[config.mk]
export PLATFORM = sky130hd
export DESIGN_NAME = rv32i_ifetch_flat
export DESIGN_NICKNAME = d
export VERILOG_FILES = /design/src/rtl/rv32i_ifetch_if.sv /design/src/rtl/rv32i_ifetch.sv /design/src/flat_wrapper.sv
export SDC_FILE = /design/constraint.sdc
export NUM_CORES = 1
export LEC_CHECK = 0
export BUFFER_PORTS_ARGS = -buffer_cell sky130_fd_sc_hd__buf_2
export CORE_MARGIN = 1
export CORE_UTILIZATION = 41
export DETAILED_ROUTE_END_ITERATION = 12
export PLACE_DENSITY_LB_ADDON = 0.25
export RECOVER_POWER = 100
export SKIP_LAST_GASP = 1
export SLEW_MARGIN = 10
export SYNTH_ARGS = -nofsm -noshare
export SYNTH_HDL_FRONTEND = slang
export SYNTH_SLANG_ARGS = --single-unit
[constraint.sdc]
create_clock -name clk -period 2.4 [get_ports clk]
set_input_delay 0.72 -clock clk [delete_from_list [all_inputs] [get_ports clk]]
set_output_delay 0.72 -clock clk [all_outputs]
set_load 0.01 [all_outputs]
[src/rtl/rv32i_ifetch_if.sv]
// Fetch-stage bus bundle: redirect input, ROM request/response
// and the valid/ready instruction handshake towards decode.
interface rv32i_ifetch_if;
   logic        redirect_valid;
   logic [31:0] redirect_pc;
   logic [31:0] mem_addr;
   logic        mem_re;
   logic [31:0] mem_data;
   logic        mem_oe;
   logic        inst_valid;
   logic        inst_ready;
   logic [31:0] inst;
   logic [31:0] inst_pc;
   logic        fetch_err;

   modport master (
      input  redirect_valid, redirect_pc,
      input  mem_data, mem_oe, inst_ready,
      output mem_addr, mem_re,
      output inst_valid, inst, inst_pc, fetch_err
   );

   modport slave (
      output redirect_valid, redirect_pc,
      output mem_data, mem_oe, inst_ready,
      input  mem_addr, mem_re,
      input  inst_valid, inst, inst_pc, fetch_err
   );
endinterface

[src/rtl/rv32i_ifetch.sv]
// RV32I fetch stage: PC owner, single-outstanding ROM reader.
// Optional misaligned-PC fault enabled by `define IFETCH_MISALIGN_EN.
module rv32i_ifetch #(
   parameter logic [31:0] RESET_PC = 32'h0000_0000,
   parameter logic [31:0] PC_STEP  = 32'd4
) (
   input logic            clk,
   input logic            rst_n,
   rv32i_ifetch_if.master bus_io
);

   localparam logic [31:0] NOP = 32'h0000_0013;

   typedef enum logic [1:0] {
      IDLE,
      REQ,
      WAIT,
      HOLD
   } state_e;

   state_e      state_q;
   logic [31:0] pc_q;
   logic [31:0] mem_addr_q;
   logic [31:0] inst_q;
   logic [31:0] inst_pc_q;
   logic        drop_q;
   logic        mem_re_q;
   logic        inst_valid_q;
   logic        fetch_err_q;

   logic [31:0] pc_d;
   logic        req_ok_d;
   logic        hs_d;

   assign hs_d = (state_q == HOLD) & bus_io.inst_ready;

   // Redirect beats the increment; a faulted PC never advances.
   always_comb begin
      pc_d = pc_q;
      if (bus_io.redirect_valid)
         pc_d = bus_io.redirect_pc;
      else if (hs_d && !fetch_err_q)
         pc_d = pc_q + PC_STEP;
   end

`ifdef IFETCH_MISALIGN_EN
   assign req_ok_d = (pc_d[1:0] == 2'b00);
`else
   assign req_ok_d = 1'b1;
`endif

   always_ff @(posedge clk or negedge rst_n) begin
      if (!rst_n) begin
         state_q      <= IDLE;
         pc_q         <= RESET_PC;
         mem_addr_q   <= RESET_PC;
         inst_q       <= '0;
         inst_pc_q    <= '0;
         drop_q       <= 1'b0;
         mem_re_q     <= 1'b0;
         inst_valid_q <= 1'b0;
         fetch_err_q  <= 1'b0;
      end else begin
         pc_q <= pc_d;
         unique case (state_q)
            IDLE: begin
               state_q    <= REQ;
               mem_re_q   <= req_ok_d;
               mem_addr_q <= pc_d;
            end
            REQ: begin
               mem_re_q <= 1'b0;
`ifdef IFETCH_MISALIGN_EN
               if (pc_q[1:0] != 2'b00) begin
                  if (bus_io.redirect_valid) begin
                     state_q    <= REQ;
                     mem_re_q   <= req_ok_d;
                     mem_addr_q <= pc_d;
                  end else begin
                     state_q      <= HOLD;
                     inst_q       <= NOP;
                     inst_pc_q    <= pc_q;
                     inst_valid_q <= 1'b1;
                     fetch_err_q  <= 1'b1;
                  end
               end else
`endif
               begin
                  state_q <= WAIT;
                  drop_q  <= bus_io.redirect_valid;
               end
            end
            WAIT: begin
               if (bus_io.mem_oe) begin
                  if (bus_io.redirect_valid || drop_q) begin
                     drop_q     <= 1'b0;
                     state_q    <= REQ;
                     mem_re_q   <= req_ok_d;
                     mem_addr_q <= pc_d;
                  end else begin
                     inst_q       <= bus_io.mem_data;
                     inst_pc_q    <= pc_q;
                     inst_valid_q <= 1'b1;
                     state_q      <= HOLD;
                  end
               end else if (bus_io.redirect_valid) begin
                  drop_q <= 1'b1;
               end
            end
            HOLD: begin
               if (bus_io.redirect_valid || bus_io.inst_ready) begin
                  inst_valid_q <= 1'b0;
                  fetch_err_q  <= 1'b0;
                  state_q      <= REQ;
                  mem_re_q     <= req_ok_d;
                  mem_addr_q   <= pc_d;
               end
            end
            default: state_q <= IDLE;
         endcase
      end
   end

   assign bus_io.mem_addr   = mem_addr_q;
   assign bus_io.mem_re     = mem_re_q;
   assign bus_io.inst_valid = inst_valid_q;
   assign bus_io.inst       = inst_q;
   assign bus_io.inst_pc    = inst_pc_q;
   assign bus_io.fetch_err  = fetch_err_q;

endmodule

[src/flat_wrapper.sv]
// flat-port wrapper written by rule: the top's interface ports become plain ports
module rv32i_ifetch_flat 
#(
   parameter logic [31:0] RESET_PC = 32'h0000_0000,
   parameter logic [31:0] PC_STEP  = 32'd4
)
  (clk, rst_n, bus_io_redirect_valid, bus_io_redirect_pc, bus_io_mem_data, bus_io_mem_oe, bus_io_inst_ready, bus_io_mem_addr, bus_io_mem_re, bus_io_inst_valid, bus_io_inst, bus_io_inst_pc, bus_io_fetch_err);
  rv32i_ifetch_if bus_io_i ();
  input logic clk;
  input logic rst_n;
  input wire logic [$bits(bus_io_i.redirect_valid)-1:0] bus_io_redirect_valid;
  input wire logic [$bits(bus_io_i.redirect_pc)-1:0] bus_io_redirect_pc;
  input wire logic [$bits(bus_io_i.mem_data)-1:0] bus_io_mem_data;
  input wire logic [$bits(bus_io_i.mem_oe)-1:0] bus_io_mem_oe;
  input wire logic [$bits(bus_io_i.inst_ready)-1:0] bus_io_inst_ready;
  output wire logic [$bits(bus_io_i.mem_addr)-1:0] bus_io_mem_addr;
  output wire logic [$bits(bus_io_i.mem_re)-1:0] bus_io_mem_re;
  output wire logic [$bits(bus_io_i.inst_valid)-1:0] bus_io_inst_valid;
  output wire logic [$bits(bus_io_i.inst)-1:0] bus_io_inst;
  output wire logic [$bits(bus_io_i.inst_pc)-1:0] bus_io_inst_pc;
  output wire logic [$bits(bus_io_i.fetch_err)-1:0] bus_io_fetch_err;
  assign bus_io_i.redirect_valid = bus_io_redirect_valid;
  assign bus_io_i.redirect_pc = bus_io_redirect_pc;
  assign bus_io_i.mem_data = bus_io_mem_data;
  assign bus_io_i.mem_oe = bus_io_mem_oe;
  assign bus_io_i.inst_ready = bus_io_inst_ready;
  assign bus_io_mem_addr = bus_io_i.mem_addr;
  assign bus_io_mem_re = bus_io_i.mem_re;
  assign bus_io_inst_valid = bus_io_i.inst_valid;
  assign bus_io_inst = bus_io_i.inst;
  assign bus_io_inst_pc = bus_io_i.inst_pc;
  assign bus_io_fetch_err = bus_io_i.fetch_err;
  rv32i_ifetch #(.RESET_PC(RESET_PC), .PC_STEP(PC_STEP)) u_core (.clk(clk), .rst_n(rst_n), .bus_io(bus_io_i));
endmodule
# Yosys cells after proc, flatten, opt, wreduce, memory -nomap -nowiden
# Index checks and enable logic that the tools add are counted.
[classes]
n_addsub = 1
eq_ne = 9
muxes = 22
bitwise_logic = 2
reduce_logical = 12
[op_table]
columns = ["cell", "count"]
rows = [
  ["$mux W32", 5],
  ["$pmux W32 S3", 1],
  ["$add A32 B3 Y32 const B", 1],
  ["$mux W1", 9],
  ["$reduce_and A3 Y1", 3],
  ["$pmux W2 S4", 1],
  ["$reduce_and A4 Y1", 2],
  ["$mux W2", 3],
  ["$ne A2 B2 Y1 const B", 3],
  ["$eq A2 B2 Y1 const B", 2],
  ["$pmux W1 S2", 2],
  ["$pmux W1 S4", 1],
  ["$reduce_bool A2 Y1", 2],
  ["$ne A3 B2 Y1 const B", 1],
  ["$ne A3 B3 Y1 const B", 1],
  ["$reduce_bool A3 Y1", 1],
  ["$eq A2 B1 Y1 const B", 1],
  ["$logic_not A2 Y1", 1],
  ["$logic_or A1 B1 Y1", 2],
  ["$ne A2 B1 Y1 const B", 1],
  ["$reduce_and A2 Y1", 1],
  ["$and A1 B1 Y1", 1],
  ["$not A1 Y1", 1],
]
[word_totals]
reg_bits = 133
input_bits = 69
output_inout_bits = 99
elab_cells = 54

# Depth between registers and ports, before layout
# Gate-level depths: netlist of the first run.
[depth]
ltp_word = 7
mapped_depth = 9
ltp_nobuf = 7

# Least setup slack after synthesis of the first run
# No wires, ideal clock.
[synth_timing]
kind = "input to register"
startpoint = "input bus_io_inst_ready"
endpoint = "register u_core.mem_addr_q[26], in the netlist u_core.bus_io.mem_addr[26]"
arrival_time_ns = 2.019
slack_ns = 0.256
path_stages = 6
cell_sequence = "nand4_2 -> or2_1 -> buf_2 -> o41ai_1 -> o311ai_2 -> mux2_2"
[synth_via]
elab_chain_len = 6
word_cells_on_any_way = 10
[synth_rtl]
columns = ["item", "line_no", "rtl"]
rows = [
  ["start: declaration", "flat_wrapper.sv:15", "input wire logic [$bits(bus_io_i.inst_ready)-1:0] bus_io_inst_ready;"],
  ["$and A1 B1 Y1 *", "rv32i_ifetch.sv:35", "assign hs_d = (state_q == HOLD) & bus_io.inst_ready;"],
  ["$mux W32 *", "rv32i_ifetch.sv:42", "else if (hs_d && !fetch_err_q)"],
  ["$mux W32 *", "rv32i_ifetch.sv:40", "if (bus_io.redirect_valid)"],
  ["via u_core.pc_d[26]", "rv32i_ifetch.sv:31", "logic [31:0] pc_d;"],
  ["$mux W32", "rv32i_ifetch.sv:95", "if (bus_io.redirect_valid || drop_q) begin"],
  ["$mux W32", "rv32i_ifetch.sv:94", "if (bus_io.mem_oe) begin"],
  ["$pmux W32 S3 *", "rv32i_ifetch.sv:65", "unique case (state_q)"],
  ["end signal: assignment", "rv32i_ifetch.sv:69", "mem_addr_q <= pc_d;"],
  ["end signal: assignment", "rv32i_ifetch.sv:99", "mem_addr_q <= pc_d;"],
  ["end signal: assignment", "rv32i_ifetch.sv:116", "mem_addr_q <= pc_d;"],
  ["end: declaration", "rv32i_ifetch.sv:23", "logic [31:0] mem_addr_q;"],
]
# The timed path passes the listed nets; every way through them passes the cells marked *. The select of a mux whose other input is x is not followed.
# A chain may end at the register's enable or synchronous reset.

# Worst setup path after layout of the first run
[layout_timing]
startpoint = "register u_core.state_q[0]"
endpoint = "register u_core.mem_addr_q[29], in the netlist u_core.bus_io.mem_addr[29]"
[layout_via]
elab_chain_len = 7
word_cells_on_any_way = 15
[layout_rtl]
columns = ["item", "line_no", "rtl"]
rows = [
  ["start: declaration", "rv32i_ifetch.sv:21", "state_e state_q;"],
  ["start signal: assignment", "rv32i_ifetch.sv:54", "state_q <= IDLE;"],
  ["start signal: assignment", "rv32i_ifetch.sv:67", "state_q <= REQ;"],
  ["start signal: assignment", "rv32i_ifetch.sv:89", "state_q <= WAIT;"],
  ["$eq A2 B2 Y1 *", "rv32i_ifetch.sv:35", ""],
  ["$and A1 B1 Y1 *", "rv32i_ifetch.sv:35", ""],
  ["$mux W32 *", "rv32i_ifetch.sv:42", ""],
  ["$mux W32 *", "rv32i_ifetch.sv:40", ""],
  ["via u_core.pc_d[29]", "rv32i_ifetch.sv:31", ""],
  ["$mux W32", "rv32i_ifetch.sv:95", ""],
  ["$mux W32", "rv32i_ifetch.sv:94", ""],
  ["$pmux W32 S3 *", "rv32i_ifetch.sv:65", ""],
]
# Marks and branches as above.

==> results of run 1 <==
power groups by stage:
stage / registers [mW] / clock network (mW) / logic [mW]
detailed placement: 3.65 / 0 / 3.03
floorplan: 3.95 / 0 / 1.36
finish: 3.64 / 2.44 / 2.77
global route: 3.76 / 2.59 / 3.08
CTS: 3.62 / 2.49 / 3.05
global placement: 3.61 / 0 / 2.98
what timing repair did:
item / in CTS / in global routing
endpoints found under the setup margin: 0 / 5
hold buffers: 0 / 0
gates resized for setup: 0 / 1
synth_stat cells (6+ instances only):
| master | count | area [sq um] |
|---|---|---|
| inv_1 | 9 | 33.78 |
| nor2_1 | 20 | 75.07 |
| nand2_1 | 52 | 195.2 |
| mux2_2 | 88 | 991.0 |
| buf_2 | 7 | 35.03 |
| a21oi_1 | 7 | 35.03 |
| nor3_1 | 6 | 30.03 |
| xnor2_1 | 6 | 52.55 |
| nand4_1 | 15 | 93.84 |
| clkbuf_1 | 10 | 37.54 |
| nand3_1 | 11 | 55.05 |
| xor2_1 | 12 | 105.1 |
| dfrtp_1 | 133 | 3328 |
| o21ai_0 | 20 | 100.1 |
sequential cells by signal, summed over array words and instances (netlist names):
| register | flops |
|---|---|
| u_core.bus_io.inst | 32 |
| u_core.bus_io.inst_pc | 32 |
| u_core.bus_io.mem_addr | 32 |
| u_core.pc_q | 32 |
| u_core.state_q | 2 |
| u_core.bus_io.inst_valid | 1 |
| u_core.bus_io.mem_re | 1 |
| u_core.drop_q | 1 |
layer usage:
layer / vias to the layer above / share of wire / routed length [um] / GRT usage
met5: - / 0 / 0 / 0
met4: 0 / 0.013 / 183 / 0.07012
met3: 13 / 0.067 / 983 / 0.06691
met2: 117 / 0.48 / 6952 / 0.3146
met1: 2181 / 0.44 / 6493 / 0.2824
li1: 2094 / - / - / -
cell type report:
type	instances	area, sq um	share of cell area
clock buffer	17	425.4	0.05727
clock inverter	15	135.1	0.01819
inverter	10	37.54	0.005053
multi-input combinational	317	2426	0.3266
sequential	133	3328	0.4480
tap	180	225.2	0.03032
timing repair buffer	183	850.8	0.1145
worst paths after layout:
| check | cells past startpoint | startpoint | end | slack (ps) |
|---|---|---|---|---|
| max | 6 | u_core.state_q[0] | u_core.bus_io.mem_addr[29] | 100 |
| min | 1 | rst_n | u_core.bus_io.mem_addr[6] | 450 |
| max reg2reg | 6 | u_core.state_q[0] | u_core.bus_io.mem_addr[29] | 100 |
| min reg2reg | 2 | u_core.bus_io.mem_addr[3] | u_core.bus_io.mem_addr[3] | 480 |
| max in group asynchronous | 2 | rst_n | u_core.bus_io.inst[13] | 590 |
| min in group clk | 2 | u_core.bus_io.mem_addr[3] | u_core.bus_io.mem_addr[3] | 480 |
layout by cell type, fill, tap and decap left out, types with 4 or more instances in the layout:
cell type and n:
a21oi_1 7, and4_1 5, buf_2 67, buf_4 8, clkbuf_1 101, clkbuf_16 17, clkinv_4 5, clkinvlp_4 5
dfrtp_1 133, ha_1 4, inv_1 9, mux2_2 85, nand2_1 52, nand3_1 12, nand4_1 15, nor2_1 20
nor2b_1 5, nor3_1 5, nor4_1 4, o21ai_0 20, or2_2 5, or3_1 6, xnor2_1 6, xor2_1 12
cell families (layout without fill, tap and decap cells):
group	count (synthesis)	count (layout)
buffers and inverters	33	225
DFF	133	133
other	1	1
AOI/OAI and AO/OA	51	51
adders and majority gates	5	5
and+or+nand+nor	151	151
xor gates and xnor gates	18	18
muxes	91	91
stage by stage:
stage          hold WS [ps]  area, sq um  std cells  power, mW
6_report              446.8         7428        855      8.849
5_1_grt               502.7         7428        855      9.427
4_1_cts               202.2         7619        855      9.165
3_5_place_dp          457.1         7058        823      6.687
3_3_place_gp          458.1         7058        823      6.587
2_1_floorplan         424.4         5942        483      5.315
==> flow_summary_export.csv, run 1 <==
group,metric,value,unit
sta,final_max_slew_viol_count,0,
power,comb_power_share,0.313,
clocking,cts.sinks,133,
logic_synthesis,yosys.area_share.simple,0.1398,
worst_setup_path,cp-start-kind,"register",
sta,rsz0062_at_grt,"false",
power,p_clk_frac,0.276,
final_layout,fill_cells,1297,
clocking,worstSkewPairLatency,420,ps
placement,place_congestion,0.8150,
route,drt_iter0_drc,314,
final_layout,finalCoreUtilization,0.5310,
final_layout,nets,736,
sta,finClkSkew,7.220,ps
global_route,grt_pass1_vias,4473,
clocking,cts_buffers,17,
logic_synthesis,synth-compound-area-share,0.06149,
worst_setup_path,slowest_delay,540,ps
sta,setup_viol,0,
floorplan,die_h,122.4,um
power,swShare,0.3435,
flow_run,cap_violations,0,
logic_synthesis,syn-num-nets,557,
route,via_per_inst,5.152,
clocking,worst_setup_hold_path_clk_slew,60,ps
floorplan,die_area,14980,sq um
logic_synthesis,synth_top_family_by_area,"multiplexers",
placement,portBuffers,166,
logic_synthesis,ys.flop_type,"dfrtp_1",
logic_synthesis,synthCells,483,
route,ant_nets,0,
route,dr.pass1.iters,4,
logic_synthesis,synth_area,5942,sq um
worst_setup_path,worstPathCellList,"ha_2 > nand4_1 > or4_1 > or3_1 > o211ai_1 > mux2_4",
floorplan,rows,43,
global_route,grt_overflow_total,0,
power,power_switching,3.039,mW
worst_setup_path,cpLargestDelayFamily,"simple AND/OR/NAND/NOR gates",
final_layout,area.growth.synth_to_final,25.02,%
outcome,status,"completed",
logic_synthesis,yosysWarnings,0,
worst_setup_path,slowest_stage,"or4_1",
sta,period_needed,2299,ps
global_route,grtUsageTotal,0.2085,
worst_setup_path,required,2770,ps
final_layout,layout-drive-gt1-share,0.3259,
sta,period_share,0.9579,
logic_synthesis,yosysSeqAreaShare,0.5601,
logic_synthesis,ys_ff_latch,133,
worst_setup_path,critPathCaptureType,"register",
power,internal_power,5.809,mW
worst_setup_path,crit_arrival,2670,ps
route,routed-via-count,4405,
global_route,grt_max_degree,54,
sta,fmax,435.0,MHz
placement,place_ws,9.924,ps
worst_setup_path,crit_fanout,8,
logic_synthesis,synth_xor_area_frac,0.02653,
clocking,cts-root-buf,"clkbuf_16",
clocking,cts_tree,"done",
route,wl_per_cell,17.09,um
floorplan,start_util,0.4248,
power,sequentialPowerShare,0.411,
placement,post-dp-hpwl,10660,um
clocking,postCtsSetupRepairBufs,0,
floorplan,die_w,122.4,um
floorplan,coreArea,13990,sq um
logic_synthesis,synth_mux_area_frac,0.1727,
floorplan,ios,168,
worst_setup_path,critical_path_class,"register to register",
logic_synthesis,synth_edf_count,0,
worst_setup_path,path_buf_inv,0,
logic_synthesis,synth_adder_area_share,0.01053,
route,post-route-drc-count,0,
hold_path,hold_class,"input pin to async pin",
sta,fin_tns_setup,0,ps
logic_synthesis,synth_area_per_cell,12.30,sq um
sta,max_slew_margin,0.3543,
global_route,antenna_found_initial,0,
final_layout,antenna_cells,0,
sta,worstMarginPinSlew,968.6,ps
global_route,grt_pass1_wl,23350,um
sta,final.setup.worst_slack,101.0,ps
logic_synthesis,synthDistinctLibCells,55,
power,p_leak,3.284,nW
clocking,cts_buffer_depth,2,
power,max-vdd-ir-drop,0.4892,mV
logic_synthesis,ys_async_sr_fraction,1.000,
power,power_density,1191,nW/um^2
route,wl,14610,um
clocking,htree_levels,4,
sta,hold_viol_final,0,
Power figures use the tool's default switching activity.
==> run 2, diff against run 1 <==
==> constraint.sdc (replaced) <==
create_clock -name clk -period 2.6 [get_ports clk]
set_input_delay 0.78 -clock clk [delete_from_list [all_inputs] [get_ports clk]]
set_output_delay 0.78 -clock clk [all_outputs]
set_load 0.01 [all_outputs]
==> run 2 against run 1 <==
  * Via count is 0.23% higher
  * Largest power group unchanged
  * Worst setup slack gained 38 ps
  * Hold slack improved by 38 ps
  * Register-to-register slack improved by 40 ps
  * Utilization down 0.25 points
  * Final cell count shrank 0.82%
  * Critical path type unchanged
  * Global-route usage is 0.66 points lower
  * Die area unchanged
  * Clock skew shrank 0.55 ps
  * Wire length down 1.0%
  * Highest routed layer unchanged
==> flow_summary_export.csv, run 2 (same netlist as run 1, synthesis figures left out) <==
group,metric,value,unit
placement,place_congestion,0.8300,
final_layout,finalCoreUtilization,0.5285,
route,routed-via-count,4415,
sta,final.setup.worst_slack,138.6,ps
sta,fin_tns_setup,0,ps
route,wl_per_cell,17.06,um
clocking,cts_buffers,17,
clocking,cts.sinks,133,
route,via_per_inst,5.206,
placement,dpl.cell_count,819,
global_route,grt_pass1_vias,4440,
outcome,status,"completed",
placement,post-dp-hpwl,10580,um
route,ant_nets,0,
floorplan,die_w,122.4,um
floorplan,die_area,14980,sq um
sta,final_max_slew_viol_count,0,
power,max-vdd-ir-drop,0.4815,mV
route,post-route-drc-count,0,
sta,max_slew_margin,0.2740,
clocking,cts-root-buf,"clkbuf_16",
sta,period_share,0.9467,
route,drt_iter0_drc,260,
worst_setup_path,crit_arrival,2760,ps
final_layout,fill_cells,1284,
global_route,grt_overflow_total,0,
floorplan,die_h,122.4,um
sta,hold_viol_final,0,
floorplan,ios,168,
global_route,grtUsageTotal,0.2018,
clocking,worst_setup_hold_path_clk_slew,50,ps
global_route,grt_max_degree,49,
worst_setup_path,slowest_stage,"or4_1",
sta,fmax,406.3,MHz
final_layout,final_common_cell,"dfrtp_1",
placement,portBuffers,166,
worst_setup_path,path_buf_inv,0,
final_layout,final_cells,848,
worst_setup_path,crit_fanout,8,
floorplan,start_util,0.4248,
placement,place_ws,73.31,ps
route,dr.pass1.iters,4,
clocking,cts_buffer_depth,2,
floorplan,coreArea,13990,sq um
flow_run,cap_violations,0,
clocking,postCtsHoldBufs,0,
sta,worstMarginPinSlew,1089,ps
final_layout,layout-drive-gt1-share,0.3174,
global_route,antenna_found_initial,0,
floorplan,rows,43,
clocking,cts_tree,"done",
final_layout,layout_common_cells,"133 x dfrtp_1, 105 x clkbuf_1, 86 x mux2_2, 67 x buf_2, 52 x nand2_1",
sta,finClkSkew,6.670,ps
clocking,htree_levels,4,
worst_setup_path,critPathCaptureType,"register",
worst_setup_path,critical_path_class,"register to register",
final_layout,area.growth.synth_to_final,24.43,%
hold_path,hold_class,"register to register",
worst_setup_path,slowest_delay,560,ps
global_route,grt_pass1_wl,22940,um
sta,setup_viol,0,
clocking,worstSkewPairLatency,410,ps
sta,period_needed,2461,ps
final_layout,antenna_cells,0,
worst_setup_path,required,2890,ps
power,power_density,1104,nW/um^2
final_layout,nets,732,
worst_setup_path,worstPathCellList,"ha_1 > nand4_1 > or4_1 > o311ai_2 > o211ai_2 > mux2_4",
route,wl,14470,um
worst_setup_path,cpLargestDelayFamily,"simple AND/OR/NAND/NOR gates",
power,p_leak,3.284,nW
power,finalPower,8.164,mW
worst_setup_path,cp-start-kind,"register",
-- run 2: changes by cell type in the layout (fill, tap and decap cells not counted), sizes merged --
cell and delta:
bufinv +1, inv -1, clkbuf +8, buf -5, clkinvlp -5, clkinv -5
-- run 2: metrics by stage --
step	hold slack (ps)	cell area (sq um)
3_5_place_dp	457.7	7015
2_1_floorplan	475.4	5942
6_report	484.6	7393
3_3_place_gp	458.8	7015
4_1_cts	290.6	7572
5_1_grt	510.7	7393
-- run 2: routing by layer --
layer	routed length (um)	track usage
met1	6308	0.2680
met4	226	0.08460
met2	7044	0.3086
met3	887	0.05716
met5	0	0
-- run 2: final timing paths --
check	start	endpoint	slack [ps]	cells past startpoint
setup reg to reg	u_core.state_q[0]	u_core.bus_io.mem_addr[29]	140	6
hold reg to reg	u_core.bus_io.mem_addr[3]	u_core.bus_io.mem_addr[3]	480	2
min in group asynchronous	rst_n	u_core.bus_io.inst_pc[3]	570	1
max in group asynchronous	rst_n	u_core.bus_io.inst[13]	450	2
setup / recovery	u_core.state_q[0]	u_core.bus_io.mem_addr[29]	140	6
hold / removal	u_core.bus_io.mem_addr[3]	u_core.bus_io.mem_addr[3]	480	2
-- run 2: what timing repair did --
action / CTS / global route
setup buffers: 0 / 0
endpoints found under the setup margin: 0 / 1
resized for setup: 0 / 1
-- run 2: worst register-to-register path: cells and delay by family (launching register included) --
| family | cells | cell delay (ps) |
|---|---|---|
| AND/OR/NAND/NOR | 2 | 800 |
| flip-flops | 1 | 430 |
| AO/OA/AOI/OAI | 2 | 430 |
| adder cells (fa/ha/maj) | 1 | 420 |
| multiplexers | 1 | 270 |
-- run 2: final cells by class --
type | count | area [sq um] | share of cell area
Timing Repair Buffer | 179 | 799.5 | 0.1081
Inverter | 10 | 37.54 | 0.005077
Clock inverter | 5 | 75.07 | 0.01015
Sequential cell | 133 | 3328 | 0.4502
Tap cell | 180 | 225.2 | 0.03046
Multi-Input combinational cell | 317 | 2446 | 0.3309
Clock buffer | 24 | 481.7 | 0.06515
-- run 2: power by group --
part           internal [mW]  total (mW)  switching, mW
sequential              2.87        3.36          0.493
combinational           1.16        2.54           1.37
clock                   1.46        2.26          0.800
==> run 3, diff against run 2 <==
--- a/config.mk
+++ b/config.mk
@@ -9,6 +9,7 @@
 export CORE_MARGIN = 1
 export CORE_UTILIZATION = 41
 export DETAILED_ROUTE_END_ITERATION = 12
+export GPL_ROUTABILITY_DRIVEN = 0
 export PLACE_DENSITY_LB_ADDON = 0.25
 export RECOVER_POWER = 100
 export SKIP_LAST_GASP = 1
==> constraint.sdc (replaced) <==
create_clock -name clk -period 3.1 [get_ports clk]
set_input_delay 0.93 -clock clk [delete_from_list [all_inputs] [get_ports clk]]
set_output_delay 0.93 -clock clk [all_outputs]
set_load 0.01 [all_outputs]
==> run 3 against run 2 <==
  * Utilization down 0.054 points
  * Sequential power decreased by 16%
  * Critical path depth is 1 lower
  * Via count increased by 0.93%
  * Register-to-register slack improved by 250 ps
  * Cell area down 0.10%
  * Largest cell class unchanged
  * Critical endpoint is now u_core.bus_io.mem_addr[9]
  * Non-clock buffer count is 5 lower
  * Sequential share of layout area hardly changed
==> flow_summary_export.csv, run 3 (same netlist as run 1, synthesis figures left out) <==
group,metric,value,unit
flow_run,cap_violations,0,
global_route,grt_pass1_wl,23280,um
clocking,htree_levels,4,
clocking,cts_resized,0,
sta,period_needed,2767,ps
clocking,postCtsHoldBufs,0,
global_route,grt_overflow_total,0,
worst_setup_path,r2r_slack,390,ps
worst_setup_path,crit_fanout,32,
route,routed-via-count,4456,
clocking,worst_setup_hold_path_clk_slew,50,ps
worst_setup_path,path_depth,5,
sta,max_slew_margin,0.04123,
route,dr.pass1.iters,4,
final_layout,layout-drive-gt1-share,0.3093,
worst_setup_path,r2r-end,"u_core.bus_io.mem_addr[16]",
worst_setup_path,crit_arrival,3060,ps
floorplan,die_area,14980,sq um
global_route,grtUsageTotal,0.2053,
route,wl_per_cell,17.45,um
worst_setup_path,slowest_delay,1040,ps
hold_path,hold_class,"register to register",
route,post-route-drc-count,0,
sta,finClkSkew,6.228,ps
route,ant_nets,0,
worst_setup_path,path_buf_inv,3,
placement,post-dp-hpwl,10550,um
final_layout,layout_common_cells,"133 x dfrtp_1, 104 x clkbuf_1, 85 x mux2_2, 67 x buf_2, 52 x nand2_1",
worst_setup_path,critical_path_class,"input pin to register",
floorplan,rows,43,
sta,period_share,0.8927,
route,wl_met3,944,um
clocking,cts.sinks,133,
sta,hold_viol_final,0,
worst_setup_path,worstPathCellList,"buf_2 > buf_4 > clkbuf_1 > o21ai_0 > mux2_2",
route,wl,14760,um
floorplan,coreArea,13990,sq um
clocking,worstSkewPairLatency,410,ps
route,route.met2.wl,7221,um
global_route,grt_max_degree,62,
power,power_density,945.7,nW/um^2
sta,rsz0062_at_grt,"false",
final_layout,area.growth.synth_to_final,24.30,%
floorplan,die_h,122.4,um
clocking,cts_buffers,17,
floorplan,die_w,122.4,um
power,power_switching,2.281,mW
power,internal_power,4.704,mW
floorplan,start_util,0.4248,
outcome,status,"completed",
global_route,grt_pass1_vias,4509,
placement,portBuffers,166,
clocking,cts_tree,"done",
route,drt_iter0_drc,275,
power,p_leak,3.268,nW
clocking,cts-root-buf,"clkbuf_16",
final_layout,nets,727,
power,swShare,0.3265,
power,max-vdd-ir-drop,0.3952,mV
sta,fin_tns_setup,0,ps
final_layout,antenna_cells,0,
worst_setup_path,r2r_start,"u_core.state_q[0]",
route,wl_met1,6379,um
worst_setup_path,cp-start-kind,"input pin",
worst_setup_path,critPathLaunch,"bus_io_redirect_valid",
worst_setup_path,cpLargestDelayFamily,"buffers and inverters",
worst_setup_path,slowest_stage,"clkbuf_1",
worst_setup_path,critPathCaptureType,"register",
power,p_clk_frac,0.293,
placement,dpl_cell_area,6965,sq um
worst_setup_path,rr_worst_depth,6,
clocking,cts_buffer_depth,2,
worst_setup_path,required,3400,ps
worst_setup_path,crit_path_end,"u_core.bus_io.mem_addr[9]",
final_layout,final_common_cell,"dfrtp_1",
route,top_layer,"met4",
floorplan,ios,168,
route,via_per_inst,5.267,
sta,final_max_slew_viol_count,0,
final_layout,final_area,7386,sq um
power,sequentialPowerShare,0.405,
clocking,postCtsSetupRepairBufs,0,
power,comb_power_share,0.303,
sta,setup_viol,0,
sta,fmax,361.3,MHz
global_route,antenna_found_initial,0,
sta,worstMarginPinSlew,1438,ps
-- run 3: area by class of cell --
| type | instances | area, sq um |
|---|---|---|
| Clock buffer | 22 | 444.2 |
| Clock inverter | 10 | 155.1 |
| Fill cell | 1321 | 6603 |
| Inverter | 10 | 37.54 |
| Multi-Input combinational cell | 317 | 2424 |
| Sequential cell | 133 | 3328 |
| Tap cell | 180 | 225.2 |
| Timing Repair Buffer | 174 | 772.0 |
-- run 3: worst min-delay path: stages, from the launching register on --
cell     delay (ps)
dfrtp_1         340
nand2_1          50
nand2_1          50
-- run 3: how the worst min path moves through the flow --
stage,from,end,cells past startpoint
after detailed placement,u_core.bus_io.mem_addr[4],u_core.bus_io.mem_addr[4],2
final,u_core.bus_io.mem_addr[4],u_core.bus_io.mem_addr[4],2
after global placement,u_core.bus_io.mem_addr[3],u_core.bus_io.mem_addr[3],2
after floorplan,u_core.pc_q[0],u_core.bus_io.inst_pc[0],1
after global routing,u_core.bus_io.mem_addr[2],u_core.bus_io.mem_addr[2],2
after CTS,u_core.bus_io.mem_addr[4],u_core.bus_io.mem_addr[4],2
-- run 3: power groups by stage --
| stage | logic (mW) | clock network [mW] | registers, mW |
|---|---|---|---|
| 2_1_floorplan | 1.05 | 0 | 3.06 |
| 4_1_cts | 2.33 | 2.10 | 2.82 |
| 3_3_place_gp | 2.25 | 0 | 2.81 |
| 5_1_grt | 2.34 | 2.17 | 2.91 |
| 6_report | 2.11 | 2.05 | 2.83 |
| 3_5_place_dp | 2.31 | 0 | 2.83 |
-- run 3: metal layers --
metal	vias up	track usage
met2	141	0.3220
met1	2225	0.2703
met3	17	0.06273
li1	2073	-
met4	0	0.06707
met5	-	0
-- run 3: metrics by stage --
stage	power, mW	utilization	worst slack [ps]	hold WS, ps	cells
after CTS	7.240	0.5408	544.6	480.1	846
after global routing	7.416	0.5280	196.8	511.6	846
final	6.985	0.5280	332.5	481.1	846
after floorplan	4.115	-	745.9	475.4	483
after global placement	5.060	0.4979	395.3	459.1	814
after detailed placement	5.143	0.4979	314.5	457.0	814
